[src/rtl/ysyx_25030081_exu.sv]
// Execute stage: drives the ALU, resolves branches/jumps and registers the result behind a valid/ready skid.
// Optional perf counters are enabled with the macro YSYX_25030081_EXU_PERF_EN.
module ysyx_25030081_exu #(
  parameter int DATA_WIDTH = 32
) (
  input  logic                  clk,
  input  logic                  rst,
  input  logic                  in_valid,
  output logic                  in_ready,
  input  logic [DATA_WIDTH-1:0] in_pc,
  input  logic [DATA_WIDTH-1:0] in_src1,
  input  logic [DATA_WIDTH-1:0] in_src2,
  input  logic [DATA_WIDTH-1:0] in_imm,
  input  logic [3:0]            in_alu_op,
  input  logic                  in_op1_sel,
  input  logic                  in_op2_sel,
  input  logic                  in_unsigned_cmp,
  input  logic [2:0]            in_br_type,
  input  logic [4:0]            in_rd,
  input  logic                  in_wen,
  output logic [3:0]            alu_op,
  output logic [DATA_WIDTH-1:0] alu_op1,
  output logic [DATA_WIDTH-1:0] alu_op2,
  output logic                  alu_unsigned_cmp,
  input  logic [DATA_WIDTH-1:0] alu_out,
  input  logic                  alu_zero,
  input  logic                  alu_less,
  input  logic                  flush,
  output logic                  out_valid,
  input  logic                  out_ready,
  output logic [DATA_WIDTH-1:0] out_result,
  output logic [DATA_WIDTH-1:0] out_target,
  output logic [4:0]            out_rd,
  output logic                  out_wen,
`ifdef YSYX_25030081_EXU_PERF_EN
  output logic [31:0]           perf_issue_cnt,
  output logic [31:0]           perf_stall_cnt,
`endif
  output logic                  out_redirect
);

  logic                  r_valid;
  logic                  r_redirect;
  logic                  r_wen;
  logic [4:0]            r_rd;
  logic [DATA_WIDTH-1:0] r_result;
  logic [DATA_WIDTH-1:0] r_target;

  logic                  w_capture;
  logic                  w_taken;
  logic [DATA_WIDTH-1:0] w_target;
  logic [DATA_WIDTH-1:0] w_result;
  logic [DATA_WIDTH-1:0] w_pc_plus4;

  assign alu_op           = in_alu_op;
  assign alu_op1          = in_op1_sel ? in_pc  : in_src1;
  assign alu_op2          = in_op2_sel ? in_imm : in_src2;
  assign alu_unsigned_cmp = in_unsigned_cmp;

  assign in_ready  = !rst && !flush && (!r_valid || out_ready);
  assign w_capture = in_valid && in_ready;

  assign w_pc_plus4 = in_pc + DATA_WIDTH'(4);
  assign w_result   = (in_br_type == 3'd5 || in_br_type == 3'd6) ? w_pc_plus4 : alu_out;

  always_comb begin
    w_taken  = 1'b0;
    w_target = '0;
    case (in_br_type)
      3'd1: begin w_taken = alu_zero;  w_target = in_pc + in_imm; end
      3'd2: begin w_taken = !alu_zero; w_target = in_pc + in_imm; end
      3'd3: begin w_taken = alu_less;  w_target = in_pc + in_imm; end
      3'd4: begin w_taken = !alu_less; w_target = in_pc + in_imm; end
      3'd5: begin w_taken = 1'b1;      w_target = in_pc + in_imm; end
      // jalr target is register-relative with the low bit forced clear
      3'd6: begin
        w_taken  = 1'b1;
        w_target = (in_src1 + in_imm) & {{(DATA_WIDTH-1){1'b1}}, 1'b0};
      end
      default: begin w_taken = 1'b0; w_target = '0; end
    endcase
  end

  always_ff @(posedge clk) begin
    if (rst) begin
      r_valid    <= 1'b0;
      r_redirect <= 1'b0;
      r_wen      <= 1'b0;
      r_rd       <= '0;
      r_result   <= '0;
      r_target   <= '0;
    end else if (flush) begin
      r_valid    <= 1'b0;
      r_redirect <= 1'b0;
    end else if (w_capture) begin
      r_valid    <= 1'b1;
      r_redirect <= w_taken;
      r_wen      <= in_wen && (in_rd != 5'd0);
      r_rd       <= in_rd;
      r_result   <= w_result;
      r_target   <= w_target;
    end else if (out_ready) begin
      r_valid    <= 1'b0;
      r_redirect <= 1'b0;
    end
  end

  assign out_valid    = r_valid;
  assign out_redirect = r_redirect;
  assign out_wen      = r_wen;
  assign out_rd       = r_rd;
  assign out_result   = r_result;
  assign out_target   = r_target;

`ifdef YSYX_25030081_EXU_PERF_EN
  logic [31:0] r_issue_cnt;
  logic [31:0] r_stall_cnt;

  always_ff @(posedge clk) begin
    if (rst) begin
      r_issue_cnt <= '0;
      r_stall_cnt <= '0;
    end else begin
      if (w_capture)            r_issue_cnt <= r_issue_cnt + 32'd1;
      if (r_valid && !out_ready) r_stall_cnt <= r_stall_cnt + 32'd1;
    end
  end

  assign perf_issue_cnt = r_issue_cnt;
  assign perf_stall_cnt = r_stall_cnt;
`endif

endmodule

[config.mk]
export PLATFORM = sky130hd
export DESIGN_NAME = ysyx_25030081_exu
export DESIGN_NICKNAME = d
export VERILOG_FILES = /design/src/rtl/ysyx_25030081_exu.sv
export SDC_FILE = /design/constraint.sdc
export NUM_CORES = 1
export LEC_CHECK = 0
export CORE_ASPECT_RATIO = 0.9
export CORE_MARGIN = 4
export CORE_UTILIZATION = 41
export DETAILED_ROUTE_END_ITERATION = 12
export GPL_TIMING_DRIVEN = 0
export PLACE_DENSITY = 0.8
export RECOVER_POWER = 50
export SKIP_CTS_REPAIR_TIMING = 1
export SLEW_MARGIN = 20
export SYNTH_ARGS = -nofsm -noshare
export SYNTH_HDL_FRONTEND = slang
export SYNTH_SLANG_ARGS = --single-unit
[constraint.sdc]
create_clock -name clk -period 2.7 [get_ports clk]
set_input_delay 0.405 -clock clk [delete_from_list [all_inputs] [get_ports clk]]
set_output_delay 0.405 -clock clk [all_outputs]
set_load 0.005 [all_outputs]
* Word-level counts from Yosys, hierarchy flattened
Index checks and enable logic that the tools add are counted.
** Storage, ports and cells
- Flip-flop bits (word level) :: 72
- Latch bits :: 0
- RAM bits :: 0
- ROM bits :: 0
- Output and inout port bits :: 142
- Logic and storage cells :: 41
- Memories :: 0
** Cells by class
- $add $sub $neg :: 3
- Multiply operators :: 0
- Divide/modulo/power cells :: 0
- Order comparisons :: 0
- Eq/ne operators :: 6
- Shift-type cells :: 0
- Multiplexer cells :: 8
- Bitwise gates (word level) :: 1
- Reduce and logical (&&, ||, !) cells :: 17
** Operators with widths (number)
- 32-bit 2-to-1 mux :: 3
- 32-bit adder :: 2
- 32-bit one-hot mux with 2 select lines :: 1
- 32-bit by 3-bit adder with 32-bit output (second input constant) :: 1
- 3-bit == test (second input constant) :: 3
- 3-bit by 2-bit == test with 1-bit output (second input constant) :: 2
- 1-bit logical NOT :: 5
- 1-bit one-hot mux with 5 select lines :: 1
- 5-bit nonzero test :: 1
- 5-bit OR reduction :: 1
- 1-bit logical AND :: 4
- 2-bit OR reduction :: 2
- 3-bit by 1-bit == test with 1-bit output (second input constant) :: 1
- 1-bit 2-to-1 mux :: 3
- 1-bit logical OR :: 2
- 2-bit AND reduction :: 1
- 2-bit nonzero test :: 1
- 1-bit inverter :: 1

* Logic depth before layout (Yosys ltp)
- Depth in word-level cells :: 5
- Depth in mapped cells :: 11

* Least setup slack after synthesis
OpenSTA, ideal clock, no wires.
- Kind :: in2reg
- Start :: input port in_pc[0]
- End :: register r_target[26], in the netlist out_target[26]
- Library setup time :: 0.091 ns
- Arrival :: 2.659 ns
- Data required time :: 2.609 ns
- Setup slack :: -0.050 ns
- Stages on the path :: 11
- Path buffers :: 0
- Path through :: ha_1 -> fa_1 -> a211oi_1 -> o211ai_2 -> nand3_1 -> o21a_2 -> o21ai_1 -> a41oi_1 -> a21oi_1 -> nand3b_1 -> a311oi_1
** Between the ends
- Cells in the longest elaborated chain, start to end :: 2
** RTL lines
- start, declared :: line 10 : input logic [DATA_WIDTH-1:0] in_pc,
- 32-bit adder
- 32-bit one-hot mux with 2 select lines :: line 69 : case (in_br_type)
- end signal, assigned :: line 101 : r_target <= w_target;
- end, declared :: line 47 : logic [DATA_WIDTH-1:0] r_target;
Every way passes these cells.
A chain may end at the register's enable or synchronous reset.

* Final worst setup path
- Start :: input port in_src1[18]
- End :: register r_target[30], in the netlist out_target[30]
** Between the ends
- Cells in the longest elaborated chain, start to end :: 2
** RTL lines
- start, declared :: line 11 : input logic [DATA_WIDTH-1:0] in_src1,
- 32-bit adder :: line 78 : w_target = (in_src1 + in_imm) & {{(DATA_WIDTH-1){1'b1}}, 1'b0};
- 32-bit one-hot mux with 2 select lines :: line 69
Every way passes these cells.

==> results.yml <==
synthesis:
  synthXorXnorAreaFrac: 0.0762
  yosysTopAreaCellShare: 0.179
  synthAdderAreaFrac: 0.101
  synth_top_cells_by_area: "sky130_fd_sc_hd__dfxtp_1, sky130_fd_sc_hd__ha_1, sky130_fd_sc_hd__mux2_2, sky130_fd_sc_hd__a21oi_1, sky130_fd_sc_hd__nor2_1"
  synth.ff_latch_count: 72
  synthesis.instances: 1037
  synth_top_area_cell: "sky130_fd_sc_hd__dfxtp_1"
  postSynth.asyncResetShare: 0
  combinational_family_with_the_most_area_after_synthesis: "compound AO/OA/AOI/OAI gates"
  syn_area_per_cell_um2: 7.76
  netlist-cell-type-count: 75
  synth_simple_gate_area_share: 0.200
  primary_ff_master_synth: "sky130_fd_sc_hd__dfxtp_1"
  synthesis.area_mm2: 0.00805
  synth_nets: 1284
  synth_seq_area_share: 0.179
  multiplexer_fraction_of_the_synthesized_cell_area: 0.103
  synth_area_in_compound_gates: 0.279
  synth_edf_count: 0
  synth.yosys.warnings: 0
finish:
  mostFrequentLayoutCells: "sky130_fd_sc_hd__clkdlybuf4s50_1, sky130_fd_sc_hd__nor2_1, sky130_fd_sc_hd__a21oi_1, sky130_fd_sc_hd__dlygate4sd3_1, sky130_fd_sc_hd__dfxtp_1"
  fillCellCount: 1524
  drive_above_1_share: 0.200
  mostFrequentLayoutCell: "sky130_fd_sc_hd__clkdlybuf4s50_1"
  finalNetCount: 1625
  antenna_cells_inserted: 0
  layout-area-overhead-vs-synth_pct: 61.1
  seq_area_mm2: 0.00144
  design_area_mm2: 0.0130
  multiInputGateArea_mm2: 0.00697
sta:
  maxSlewHeadroom: 0.511
  tightestPinTransition_ns: 0.733
  final_period_minus_worst_setup_slack_ns: 2.72
  maxSlewViolCount: 0
  clock_skew_ns: 0.00420
  fin_crit_sh: 1.01
  timing.final.setup_violations: 2
  achievable-frequency_mhz: 367
  hold_viol: 0
  whs_ns: 0.419
  finalWorstSetupSlack_ns: -0.0243
  rsz_0062_raised_after_global_routing: "true"
setup_path:
  critPathKind: "in2reg"
  critical_path.endpoint_type: "flop"
  crit_family: "compound AO/OA/AOI/OAI gates"
  crit_path_max_incr_delay_ns: 0.49
  crit_path_start_kind: "input pin"
  worst_ep_arrival_time_ns: 2.94
  critPathSlowestCell: "sky130_fd_sc_hd__clkdlybuf4s50_1"
  worstPathRequired_ns: 2.91
  maximum_net_fanout_on_the_critical_path: 7
  critPathBufInv: 1
  critical_path.cell_chain: "clkdlybuf4s50_1 -> ha_2 -> nand2_1 -> nor2_1 -> a21oi_4 -> o21ai_4 -> a2111oi_4 -> o21bai_1 -> or3_1 -> a32oi_1 -> o32ai_1"
status:
  failed_checks: "setup timing"
  outcome: "finished, violations left"
grt:
  grt_pass1_wl_mm: 49.5
  overflow: 0
  track_usage: 0.285
  grt_pass1_vias: 8914
  grt_start_max_net_pins: 13
  antenna_found_initial: 0
cts:
  clkSlewWorstSetupHoldPaths_ns: 0.06
  clock_tree.buffer_depth: 2
  number_of_clock_sinks: 72
  clockRootBuffer: "sky130_fd_sc_hd__clkbuf_16"
  clock_latency_ns: 0.33
  cts_buffers: 9
  cts_htree_levels: 3
  cts_tree: "yes"
floorplanning:
  die_width_um: 156
  initial_core_util: 0.419
  chipHeight_um: 141
  core-area_mm2: 0.0192
  boundaryPins: 325
  floorplan.die_area_mm2: 0.0219
  rows: 48
job:
  cap_violations: 0
power:
  power-per-cell-area_mw_per_mm2: 371
  leakagePower_nw: 5.46
  irDropWorstVdd_mv: 0.337
  post-layout-total-power_mw: 4.81
drt:
  postRouteAntennaNets: 0
  routedWlPerCell_um: 21.7
  drt_wl_total_mm: 35.5
  num_vias: 9719
  drc_errors: 0
  drt_pass1_iterations: 5
  drt-vias-per-instance: 5.95
  drt-initial-drc-count: 823
place:
  io_buffer_count: 315
  dpl_cell_area_mm2: 0.0115
  gp_routability_congestion: 0.955
  dp_hpwl_mm: 27.1
min_path:
  holdCritPathClass: "in2reg"
worst paths after layout:
check	from	endpoint	slack (ns)	depth (start not counted)
max	in_src1[18]	out_target[30]	-0.02	11
min	in_br_type[2]	out_redirect	0.42	3
max reg2reg	out_valid	out_result[6]	0.46	7
min reg2reg	out_result[6]	out_result[6]	0.45	2
sequential cells by signal (all words and copies together), names as in the netlist:
signal and count:
out_result 32, out_target 32, out_wen 1, out_valid 1, out_redirect 1, out_rd 5
cells by family after synthesis:
kind of cell / Yosys count
DFF: 72
xor gates and xnor gates: 70
and+or+nand+nor: 339
muxes: 75
adders and majority gates: 64
AOI/OAI and AO/OA: 330
buffers and inverters: 87
metal layers:
layer,routed length [um],share of wire,GRT usage
met1,14600,0.41,0.379
met2,16700,0.47,0.472
met3,3090,0.087,0.0479
met4,1020,0.029,0.0884
met5,0,0,0
where the power goes:
group,switching [mW],internal [mW],total (mW)
combinational,1.15,1.12,2.26
clock,0.476,0.929,1.40
sequential,0.0272,1.11,1.14
area by class of cell:
type	count	area share
plain buffers	66	0.0338
clock buffers	11	0.0187
clock inverters	5	0.00801
inverters	16	0.00463
multi-input cells	878	0.538
flip-flops and latches	72	0.111
well taps	250	0.0241
repair buffers	335	0.262
cell usage after synthesis (3+ instances only):
library cell and n:
sky130_fd_sc_hd__clkbuf_8 5, sky130_fd_sc_hd__a21o_1 28, sky130_fd_sc_hd__or3_1 6, sky130_fd_sc_hd__buf_4 6, sky130_fd_sc_hd__buf_2 4, sky130_fd_sc_hd__nand3b_1 4, sky130_fd_sc_hd__o31ai_1 4, sky130_fd_sc_hd__and2_1 5
sky130_fd_sc_hd__o21a_1 9, sky130_fd_sc_hd__a211oi_2 4, sky130_fd_sc_hd__xor2_1 36, sky130_fd_sc_hd__a311oi_1 6, sky130_fd_sc_hd__and4_1 3, sky130_fd_sc_hd__mux2i_1 10, sky130_fd_sc_hd__mux2_2 65, sky130_fd_sc_hd__and3_1 14
sky130_fd_sc_hd__xnor2_1 34, sky130_fd_sc_hd__nand4_1 12, sky130_fd_sc_hd__nor2_1 127, sky130_fd_sc_hd__a31oi_1 13, sky130_fd_sc_hd__buf_6 7, sky130_fd_sc_hd__o21bai_1 18, sky130_fd_sc_hd__nor3_1 30, sky130_fd_sc_hd__nand3_1 40
sky130_fd_sc_hd__o211ai_1 7, sky130_fd_sc_hd__clkbuf_1 36, sky130_fd_sc_hd__nand2b_1 9, sky130_fd_sc_hd__o21ai_0 37, sky130_fd_sc_hd__nand2_1 68, sky130_fd_sc_hd__nor2b_1 5, sky130_fd_sc_hd__buf_1 9, sky130_fd_sc_hd__o21ai_1 9
sky130_fd_sc_hd__inv_1 16, sky130_fd_sc_hd__a21o_2 4, sky130_fd_sc_hd__a22oi_1 4, sky130_fd_sc_hd__a211oi_1 42, sky130_fd_sc_hd__a21oi_1 107, sky130_fd_sc_hd__dfxtp_1 72, sky130_fd_sc_hd__a221oi_1 12, sky130_fd_sc_hd__ha_1 62
worst register-to-register path, cell delays in order (launching register included):
cell and delay, ns:
sky130_fd_sc_hd__dfxtp_1 0.32, sky130_fd_sc_hd__nor2b_1 0.14, sky130_fd_sc_hd__nor3_1 0.36, sky130_fd_sc_hd__and2_0 0.18, sky130_fd_sc_hd__clkbuf_1 0.19, sky130_fd_sc_hd__clkbuf_1 0.59, sky130_fd_sc_hd__o211ai_1 0.22, sky130_fd_sc_hd__a21oi_1 0.18
metrics by stage:
stage,util,instances,worst slack (ns),setup TNS [ns]
2_1_floorplan,-,1037,0.0174,0
3_3_place_gp,0.599,1602,-0.887,-25.47
3_5_place_dp,0.599,1602,-0.897,-25.18
4_1_cts,0.617,1618,-0.559,-11.08
5_1_grt,0.675,1633,-0.0624,-0.342
6_report,0.675,1633,-0.0243,-0.0380
Power figures use the tool's default switching activity.
